File: config.mk
export PLATFORM = sky130hd
export DESIGN_NAME = program_counter_sync_flat
export DESIGN_NICKNAME = d
export VERILOG_FILES = /design/src/rtl/program_counter_sync_if.sv /design/src/rtl/program_counter_sync.sv /design/src/flat_wrapper.sv
export SDC_FILE = /design/constraint.sdc
export NUM_CORES = 1
export LEC_CHECK = 0
export BUFFER_PORTS_ARGS = -buffer_cell sky130_fd_sc_hd__buf_2
export CORE_MARGIN = 3
export CORE_UTILIZATION = 64
export CTS_BUF_LIST = sky130_fd_sc_hd__clkbuf_4
export DETAILED_ROUTE_END_ITERATION = 16
export GPL_TIMING_DRIVEN = 0
export PLACE_DENSITY = 0.88
export SETUP_SLACK_MARGIN = 0.05
export SLEW_MARGIN = 20
export SYNTH_ARGS = -nofsm -noshare
export SYNTH_HDL_FRONTEND = slang
export SYNTH_SLANG_ARGS = --single-unit
File: constraint.sdc
create_clock -name clk -period 5.2 [get_ports clk]
set_input_delay 1.04 -clock clk [delete_from_list [all_inputs] [get_ports clk]]
set_output_delay 1.04 -clock clk [all_outputs]
set_load 0.1 [all_outputs]
File: src/rtl/program_counter_sync_if.sv
// program_counter_sync_if: control/fetch handshake bundle for the PC.
// master = control+fetch side, slave = program counter.
interface program_counter_sync_if #(
  parameter int WIDTH = 8
);
  logic             req_in;
  logic [1:0]       op;
  logic             rel;
  logic [WIDTH-1:0] target;
  logic             ack;
  logic [WIDTH-1:0] pc_out;
  logic             valid_out;
  logic             ack_in;
  logic             ovf;

  modport master (
    output req_in, op, rel, target, ack_in,
    input  ack, pc_out, valid_out, ovf
  );

  modport slave (
    input  req_in, op, rel, target, ack_in,
    output ack, pc_out, valid_out, ovf
  );
endinterface

File: src/rtl/program_counter_sync.sv
// program_counter_sync: clocked PC with hold/+1/+STRIDE/branch steps.
// Optional PC_OVF_TRAP_EN: wrapped updates load TRAP_VEC instead.
module program_counter_sync #(
  parameter int               WIDTH    = 8,
  parameter logic [WIDTH-1:0] RST_VAL  = '0,
  parameter int unsigned      STRIDE   = 2,
  parameter logic [WIDTH-1:0] TRAP_VEC = '1
) (
  input logic                   clk,
  input logic                   rst_n,
  program_counter_sync_if.slave bus
);

  localparam int EW = WIDTH + 2;

  typedef enum logic [1:0] {
    IDLE,
    UPDATE,
    PRESENT,
    RELEASE
  } state_t;

  typedef struct packed {
    logic [1:0]       op;
    logic             rel;
    logic [WIDTH-1:0] target;
  } req_t;

  state_t           state_q;
  state_t           state_d;
  req_t             req_q;
  logic [WIDTH-1:0] pc_q;
  logic             valid_q;
  logic             ack_q;
  logic             ovf_q;

  logic             latch_en;
  logic             upd_en;
  logic             clr_valid;
  logic             clr_ack;

  logic [EW-1:0]    pc_ext;
  logic [EW-1:0]    tgt_ext;
  logic [EW-1:0]    sum;
  logic             wrap;
  logic [WIDTH-1:0] pc_next;

  // next-state and per-state strobes
  always_comb begin
    state_d   = state_q;
    latch_en  = 1'b0;
    upd_en    = 1'b0;
    clr_valid = 1'b0;
    clr_ack   = 1'b0;
    unique case (state_q)
      IDLE: begin
        if (bus.req_in && !bus.ack_in) begin
          latch_en = 1'b1;
          state_d  = UPDATE;
        end
      end
      UPDATE: begin
        upd_en  = 1'b1;
        state_d = PRESENT;
      end
      PRESENT: begin
        if (bus.ack_in) begin
          clr_valid = 1'b1;
          state_d   = RELEASE;
        end
      end
      RELEASE: begin
        if (!bus.req_in && !bus.ack_in) begin
          clr_ack = 1'b1;
          state_d = IDLE;
        end
      end
      default: state_d = IDLE;
    endcase
  end

  // two guard bits catch both carry-out and relative borrow
  always_comb begin
    pc_ext  = {2'b00, pc_q};
    tgt_ext = {{2{req_q.target[WIDTH-1]}}, req_q.target};
    sum     = pc_ext;
    unique case (1'b1)
      (req_q.op == 2'b00): sum = pc_ext;
      (req_q.op == 2'b01): sum = pc_ext + EW'(1);
      (req_q.op == 2'b10): sum = pc_ext + EW'(STRIDE);
      (req_q.op == 2'b11): begin
        if (req_q.rel) begin
          sum = pc_ext + tgt_ext;
        end else begin
          sum = {2'b00, req_q.target};
        end
      end
      default: sum = pc_ext;
    endcase
    wrap = |sum[EW-1:WIDTH];
`ifdef PC_OVF_TRAP_EN
    pc_next = wrap ? TRAP_VEC : sum[WIDTH-1:0];
`else
    pc_next = sum[WIDTH-1:0];
`endif
  end

`ifndef PC_OVF_TRAP_EN
  // trap vector has no consumer in the wrapping build
  logic unused_trap;
  assign unused_trap = ^TRAP_VEC;
`endif

  // state register
  always_ff @(posedge clk or negedge rst_n) begin
    if (!rst_n) begin
      state_q <= IDLE;
    end else begin
      state_q <= state_d;
    end
  end

  // capture the request operands at the IDLE sampling edge
  always_ff @(posedge clk or negedge rst_n) begin
    if (!rst_n) begin
      req_q <= '0;
    end else if (latch_en) begin
      req_q.op     <= bus.op;
      req_q.rel    <= bus.rel;
      req_q.target <= bus.target;
    end
  end

  // registered PC, handshake flags and sticky overflow
  always_ff @(posedge clk or negedge rst_n) begin
    if (!rst_n) begin
      pc_q    <= RST_VAL;
      valid_q <= 1'b0;
      ack_q   <= 1'b0;
      ovf_q   <= 1'b0;
    end else begin
      if (upd_en) begin
        pc_q    <= pc_next;
        valid_q <= 1'b1;
        ack_q   <= 1'b1;
        ovf_q   <= ovf_q | wrap;
      end
      if (clr_valid) begin
        valid_q <= 1'b0;
      end
      if (clr_ack) begin
        ack_q <= 1'b0;
      end
    end
  end

  assign bus.pc_out    = pc_q;
  assign bus.valid_out = valid_q;
  assign bus.ack       = ack_q;
  assign bus.ovf       = ovf_q;

endmodule

File: src/flat_wrapper.sv
// flat-port wrapper written by rule: the top's interface ports become plain ports
module program_counter_sync_flat 
#(
  parameter int               WIDTH    = 8,
  parameter logic [WIDTH-1:0] RST_VAL  = '0,
  parameter int unsigned      STRIDE   = 2,
  parameter logic [WIDTH-1:0] TRAP_VEC = '1
)
  (clk, rst_n, bus_req_in, bus_op, bus_rel, bus_target, bus_ack_in, bus_ack, bus_pc_out, bus_valid_out, bus_ovf);
  program_counter_sync_if #(.WIDTH(WIDTH)) bus_i ();
  input logic clk;
  input logic rst_n;
  input wire logic [$bits(bus_i.req_in)-1:0] bus_req_in;
  input wire logic [$bits(bus_i.op)-1:0] bus_op;
  input wire logic [$bits(bus_i.rel)-1:0] bus_rel;
  input wire logic [$bits(bus_i.target)-1:0] bus_target;
  input wire logic [$bits(bus_i.ack_in)-1:0] bus_ack_in;
  output wire logic [$bits(bus_i.ack)-1:0] bus_ack;
  output wire logic [$bits(bus_i.pc_out)-1:0] bus_pc_out;
  output wire logic [$bits(bus_i.valid_out)-1:0] bus_valid_out;
  output wire logic [$bits(bus_i.ovf)-1:0] bus_ovf;
  assign bus_i.req_in = bus_req_in;
  assign bus_i.op = bus_op;
  assign bus_i.rel = bus_rel;
  assign bus_i.target = bus_target;
  assign bus_i.ack_in = bus_ack_in;
  assign bus_ack = bus_i.ack;
  assign bus_pc_out = bus_i.pc_out;
  assign bus_valid_out = bus_i.valid_out;
  assign bus_ovf = bus_i.ovf;
  program_counter_sync #(.WIDTH(WIDTH), .RST_VAL(RST_VAL), .STRIDE(STRIDE), .TRAP_VEC(TRAP_VEC)) u_core (.clk(clk), .rst_n(rst_n), .bus(bus_i));
endmodule
== Word level (Yosys, flattened, before mapping) ==
Cells that the tools add are included.

* Reduce and logical (&&, ||, !) cells: 11
* Muxes and demuxes: 16
* Bitwise logic cells: 1
* $add $sub $neg: 3
* Equality and inequality tests: 9

{| class="wikitable"
|+ Operators by type and width
! kind !! count
|-
| $pmux 10 s3 || 1
|-
| $add 9x8->10 || 1
|-
| $mux 1 || 10
|-
| $mux 10 || 1
|-
| $add 8x1->9 const B || 1
|-
| $add 8x2->9 const B || 1
|-
| $eq 2x2->1 const B || 4
|-
| $pmux 2 s4 || 1
|-
| $mux 2 || 3
|-
| $eq 2x1->1 const B || 2
|-
| $ne 2x1->1 const B || 2
|-
| $reduce_bool 2->1 || 2
|-
| $reduce_and 3->1 || 1
|-
| $reduce_bool 3->1 || 1
|-
| $logic_and 1x1->1 || 2
|-
| $logic_not 1->1 || 2
|-
| $logic_not 2->1 || 1
|-
| $ne 2x2->1 const B || 1
|-
| $reduce_and 2->1 || 1
|-
| $reduce_or 2->1 || 1
|-
| $or 1x1->1 || 1
|}

* Bits of input ports: 15
* Output and inout bits: 11
* Word-level logic and storage cells: 48
* Register bits after elaboration: 24

== Logic depth before layout (Yosys ltp) ==
* Depth after elaboration: 5
* Gate-level depth with buffers: 9
* Depth with buffers taken out: 9

== Worst setup path before layout ==
No wires, ideal clock.

* Path kind: register to register
* Start point: register u_core.pc_q[0], in the netlist u_core.bus.pc_out[0]
* End point: register u_core.pc_q[6], in the netlist u_core.bus.pc_out[6]
* Arrival: 2.798 ns
* Cell stages (with the launch flop): 10
* Library setup time: 0.126 ns
* Path slack: 2.276 ns
* Cells stage by stage: dfrtp_1 -> ha_1 -> inv_1 -> fa_1 -> nor2b_4 -> o31a_1 -> o21ai_1 -> and3b_1 -> o21a_1 -> o32a_1

* Longest elaborated chain between the ends: 3
* Elaborated cells on any way between the ends: 5
* Classes of those cells: add/sub: 3; mux: 2

{| class="wikitable"
|+ Ends and longest elaborated chain
! element !! line !! RTL
|-
| start: declaration || program_counter_sync.sv:32 || <nowiki>logic [WIDTH-1:0] pc_q;</nowiki>
|-
| start signal: assignment || program_counter_sync.sv:143 || <nowiki>pc_q <= pc_next;</nowiki>
|-
| $add 9x8->10 || program_counter_sync.sv:93 || <nowiki>sum = pc_ext + tgt_ext;</nowiki>
|-
| $mux 10 || program_counter_sync.sv:92 || <nowiki>if (req_q.rel) begin</nowiki>
|-
| $pmux 10 s3 (*) || program_counter_sync.sv:87 || <nowiki>unique case (1'b1)</nowiki>
|}

Every way passes the cells marked *; elsewhere a longest branch is shown, timed or not.
A chain may end at the register's enable or synchronous reset.

== Worst setup path in the final report ==
Same ends and word-level chain as after synthesis.

==> run_results.csv <==
group,metric,value,unit
outcome,status,"finished, final reports clean",
detailed_routing,wirelength,4320,um
clock_network,cts_resized,0,
detailed_routing,vias,1675,
timing,fin_skew,0.0202,ns
clock_network,postCtsHoldBufs,0,
clock_network,h-tree-depth,1,
clock_network,tritoncts,"built",
setup_path,crit_required,5.41,ns
power,p_clk_share,9.6,%
grt,met2_usage,45.4,%
detailed_routing,vias_per_cell,6.49,
timing,post-route-period-util,48.9,%
grt,grt_max_degree,25,
place,dp_slack,2.74,ns
timing,setup_tns,0,ns
power,powerDensity,717,nW/um^2
grt,antenna_found_initial,0,
final_layout,antennaDiodeCount,0,
setup_path,crit_fanout,10,
synth,ys.flop_type,"dfrtp_1",
final_layout,syn2layout_area_growth,11.8,%
detailed_routing,dr.first_iter.drc_count,162,
place,hpwl,3150,um
timing,hold_viol_final,0,
setup_path,critical_path_class,"reg -> reg",
timing,whs,0.486,ns
synth,yosys.area.top_type_share,33.1,%
place,port_buffers,25,
synth,syn-num-nets,230,
timing,finalMaxSlewViolations,0,
synth,synth_edf_count,0,
detailed_routing,drc,0,
setup_path,crit_path_cell_trace,"ha_1 > inv_1 > fa_1 > nor2b_4 > o31a_1 > o21ai_1 > and3b_1 > o21a_1 > o32a_1",
grt,gr-total-overflow,0,
setup_path,cp.arrival,2.76,ns
clock_network,clkSlewWorstSetupHoldPaths,0.15,ns
timing,worst_slew_pin_slew,0.544,ns
clock_network,clock_latency,0.33,ns
floorplanning,core_area,2590,sq um
floorplanning,die_area,3510,sq um
place,gp_congestion,0.930,
timing,rsz0062_at_grt,"no",
timing,period_needed,2.55,ns
synth,syn_inst,199,
timing,max_slew_margin,63.8,%
detailed_routing,antenna_left,0,
floorplanning,num_rows,18,
power,ir_drop,0.709,mV
power,seqPwrFrac,24.5,%
power,power_switching,772,uW
clock_network,cts_setup_buffers,0,
synth,ys_ff_latch,24,
final_layout,drive_gt1_share,19.7,%
grt,use_met1,36.4,%
floorplanning,boundaryPins,26,
synth,synth_warnings,0,
synth,netlist_area,1820,sq um
setup_path,path_delay_family,"compound AO/OA/AOI/OAI gates",
clock_network,cts_buffer_depth,2,
synth,yosysTopAreaCell,"dfrtp_1",
setup_path,crit_path_max_incr_delay,0.54,ns
min_path,holdCritPathClass,"reg -> reg",
detailed_routing,dr.pass1.iters,6,
power,cellLeakagePower,0.000964,uW
synth,synth.area.top_cells,"dfrtp_1, ha_1, mux2_2",
setup_path,path_buf_inv,1,
timing,setup_violations,0,
setup_path,crit_path_end_kind,"flop",
synth,synth_seq_area_share,33.1,%
setup_path,crit_slowest_cell,"dfrtp_1",
final_layout,nNetsFinal,260,
timing,finalWorstSetupSlack,2.65,ns
floorplanning,start_util,70.1,%
detailed_routing,wl_per_cell,16.7,um
floorplanning,fp.dieH,59.3,um
grt,grt_pass1_vias,1612,
grt,met3_usage,3.49,%
power,pwr-share-comb,65.9,%
grt,busiest_layer,"met2",
synth,avgSynthCellArea,9.13,sq um
power,swShare,52.9,%
clock_network,root_buffer,"clkbuf_4",
clock_network,clock-sinks,24,
floorplanning,die-width,59.3,um
run,maxCapViolations,0,
clock_network,cts_inserted_buffers,3,
timing,max_freq,393,MHz
synth,ys_types,44,
power,p_int,686,uW
grt,grt_usage,27.3,%
setup_path,crit_path_start_kind,"flop",
grt,grt_pass1_wl,7260,um
synth,synthArstFlopShare,100,%
[area by class of cell]
| cell class | instances | area [sq um] |
|---|---|---|
| fillers | 187 | 558 |
| inverters | 8 | 30.0 |
| repair buffers | 25 | 125 |
| well taps | 30 | 37.5 |
| flip-flops and latches | 24 | 601 |
| multi-input cells | 158 | 1150 |
| plain buffers | 9 | 35.0 |
| clock buffers | 3 | 22.5 |
| clock inverters | 1 | 30.0 |
[path summary, 6_finish.rpt]
path,from,cells past startpoint,slack (ns),to
max,u_core.bus.pc_out[0],9,2.65,u_core.bus.pc_out[6]
max reg2reg,u_core.bus.pc_out[0],9,2.65,u_core.bus.pc_out[6]
max in group asynchronous,rst_n,1,4.16,u_core.bus.pc_out[6]
min reg2reg,u_core.bus.ovf,1,0.49,u_core.bus.ovf
min in group asynchronous,rst_n,1,0.66,u_core.bus.ack
min,u_core.bus.ovf,1,0.49,u_core.bus.ovf
[layout by cell type, fill, tap and decap left out, drive strengths merged, types with 4 or more instances in the layout]
master / count
buf: 26
dfrtp: 24
nor2: 19
a21oi: 17
ha: 15
nand2: 13
mux2: 13
o21ai: 11
clkbuf: 11
inv: 8
o21a: 6
xnor2: 6
a31oi: 5
mux2i: 5
and3: 4
nand3: 4
nand2b: 4
[per-layer routing]
metal | part of all wire (%) | up-vias
met1 | 42 | 780
li1 | - | 793
met3 | 7.2 | 17
met2 | 48 | 85
met5 | 0 | -
met4 | 3.1 | 0
[sequential cells by signal (all words and copies together), names as in the netlist]
register and count:
u_core.bus.valid_out 1, u_core.bus.ack 1, u_core.bus.pc_out 8, u_core.req_q 11, u_core.state_q 2, u_core.bus.ovf 1
[per-stage QoR]
step / total power [uW] / util, % / area [sq um] / cells
4_1_cts: 1440 / 78.5 / 2030 / 258
5_1_grt: 1560 / 78.5 / 2030 / 258
3_3_place_gp: 1240 / 76.4 / 1980 / 254
6_report: 1460 / 78.5 / 2030 / 258
3_5_place_dp: 1290 / 76.4 / 1980 / 254
2_1_floorplan: 1100 / - / 1820 / 199
[kinds of logic (layout without fill, tap and decap cells)]
kind of cell | Yosys count | count (layout) | synth area share, %
buffers and inverters | 17 | 46 | 3.58
xor gates and xnor gates | 6 | 6 | 2.89
AOI/OAI and AO/OA | 61 | 61 | 22.0
and+or+nand+nor | 57 | 57 | 16.3
DFF | 24 | 24 | 33.1
muxes | 18 | 18 | 10.8
adders and majority gates | 16 | 16 | 11.4
[power groups by stage]
| stage | combinational, uW | clock [uW] | sequential [uW] |
|---|---|---|---|
| 2_1_floorplan | 555 | 0 | 545 |
| 3_3_place_gp | 889 | 0 | 351 |
| 3_5_place_dp | 932 | 0 | 360 |
| 4_1_cts | 950 | 138 | 355 |
| 5_1_grt | 1050 | 148 | 371 |
| 6_report | 961 | 139 | 357 |
[synth_stat cells, drive strengths merged (4+ instances only)]
library cell / n
xnor2: 6
clkbuf: 8
nand2: 13
o21a: 6
mux2i: 5
and3: 4
nor2: 19
nand2b: 4
inv: 8
a31oi: 5
nand3: 4
dfrtp: 24
ha: 15
a21oi: 17
o21ai: 11
mux2: 13
Note: power is estimated with default switching activity, not from simulation.
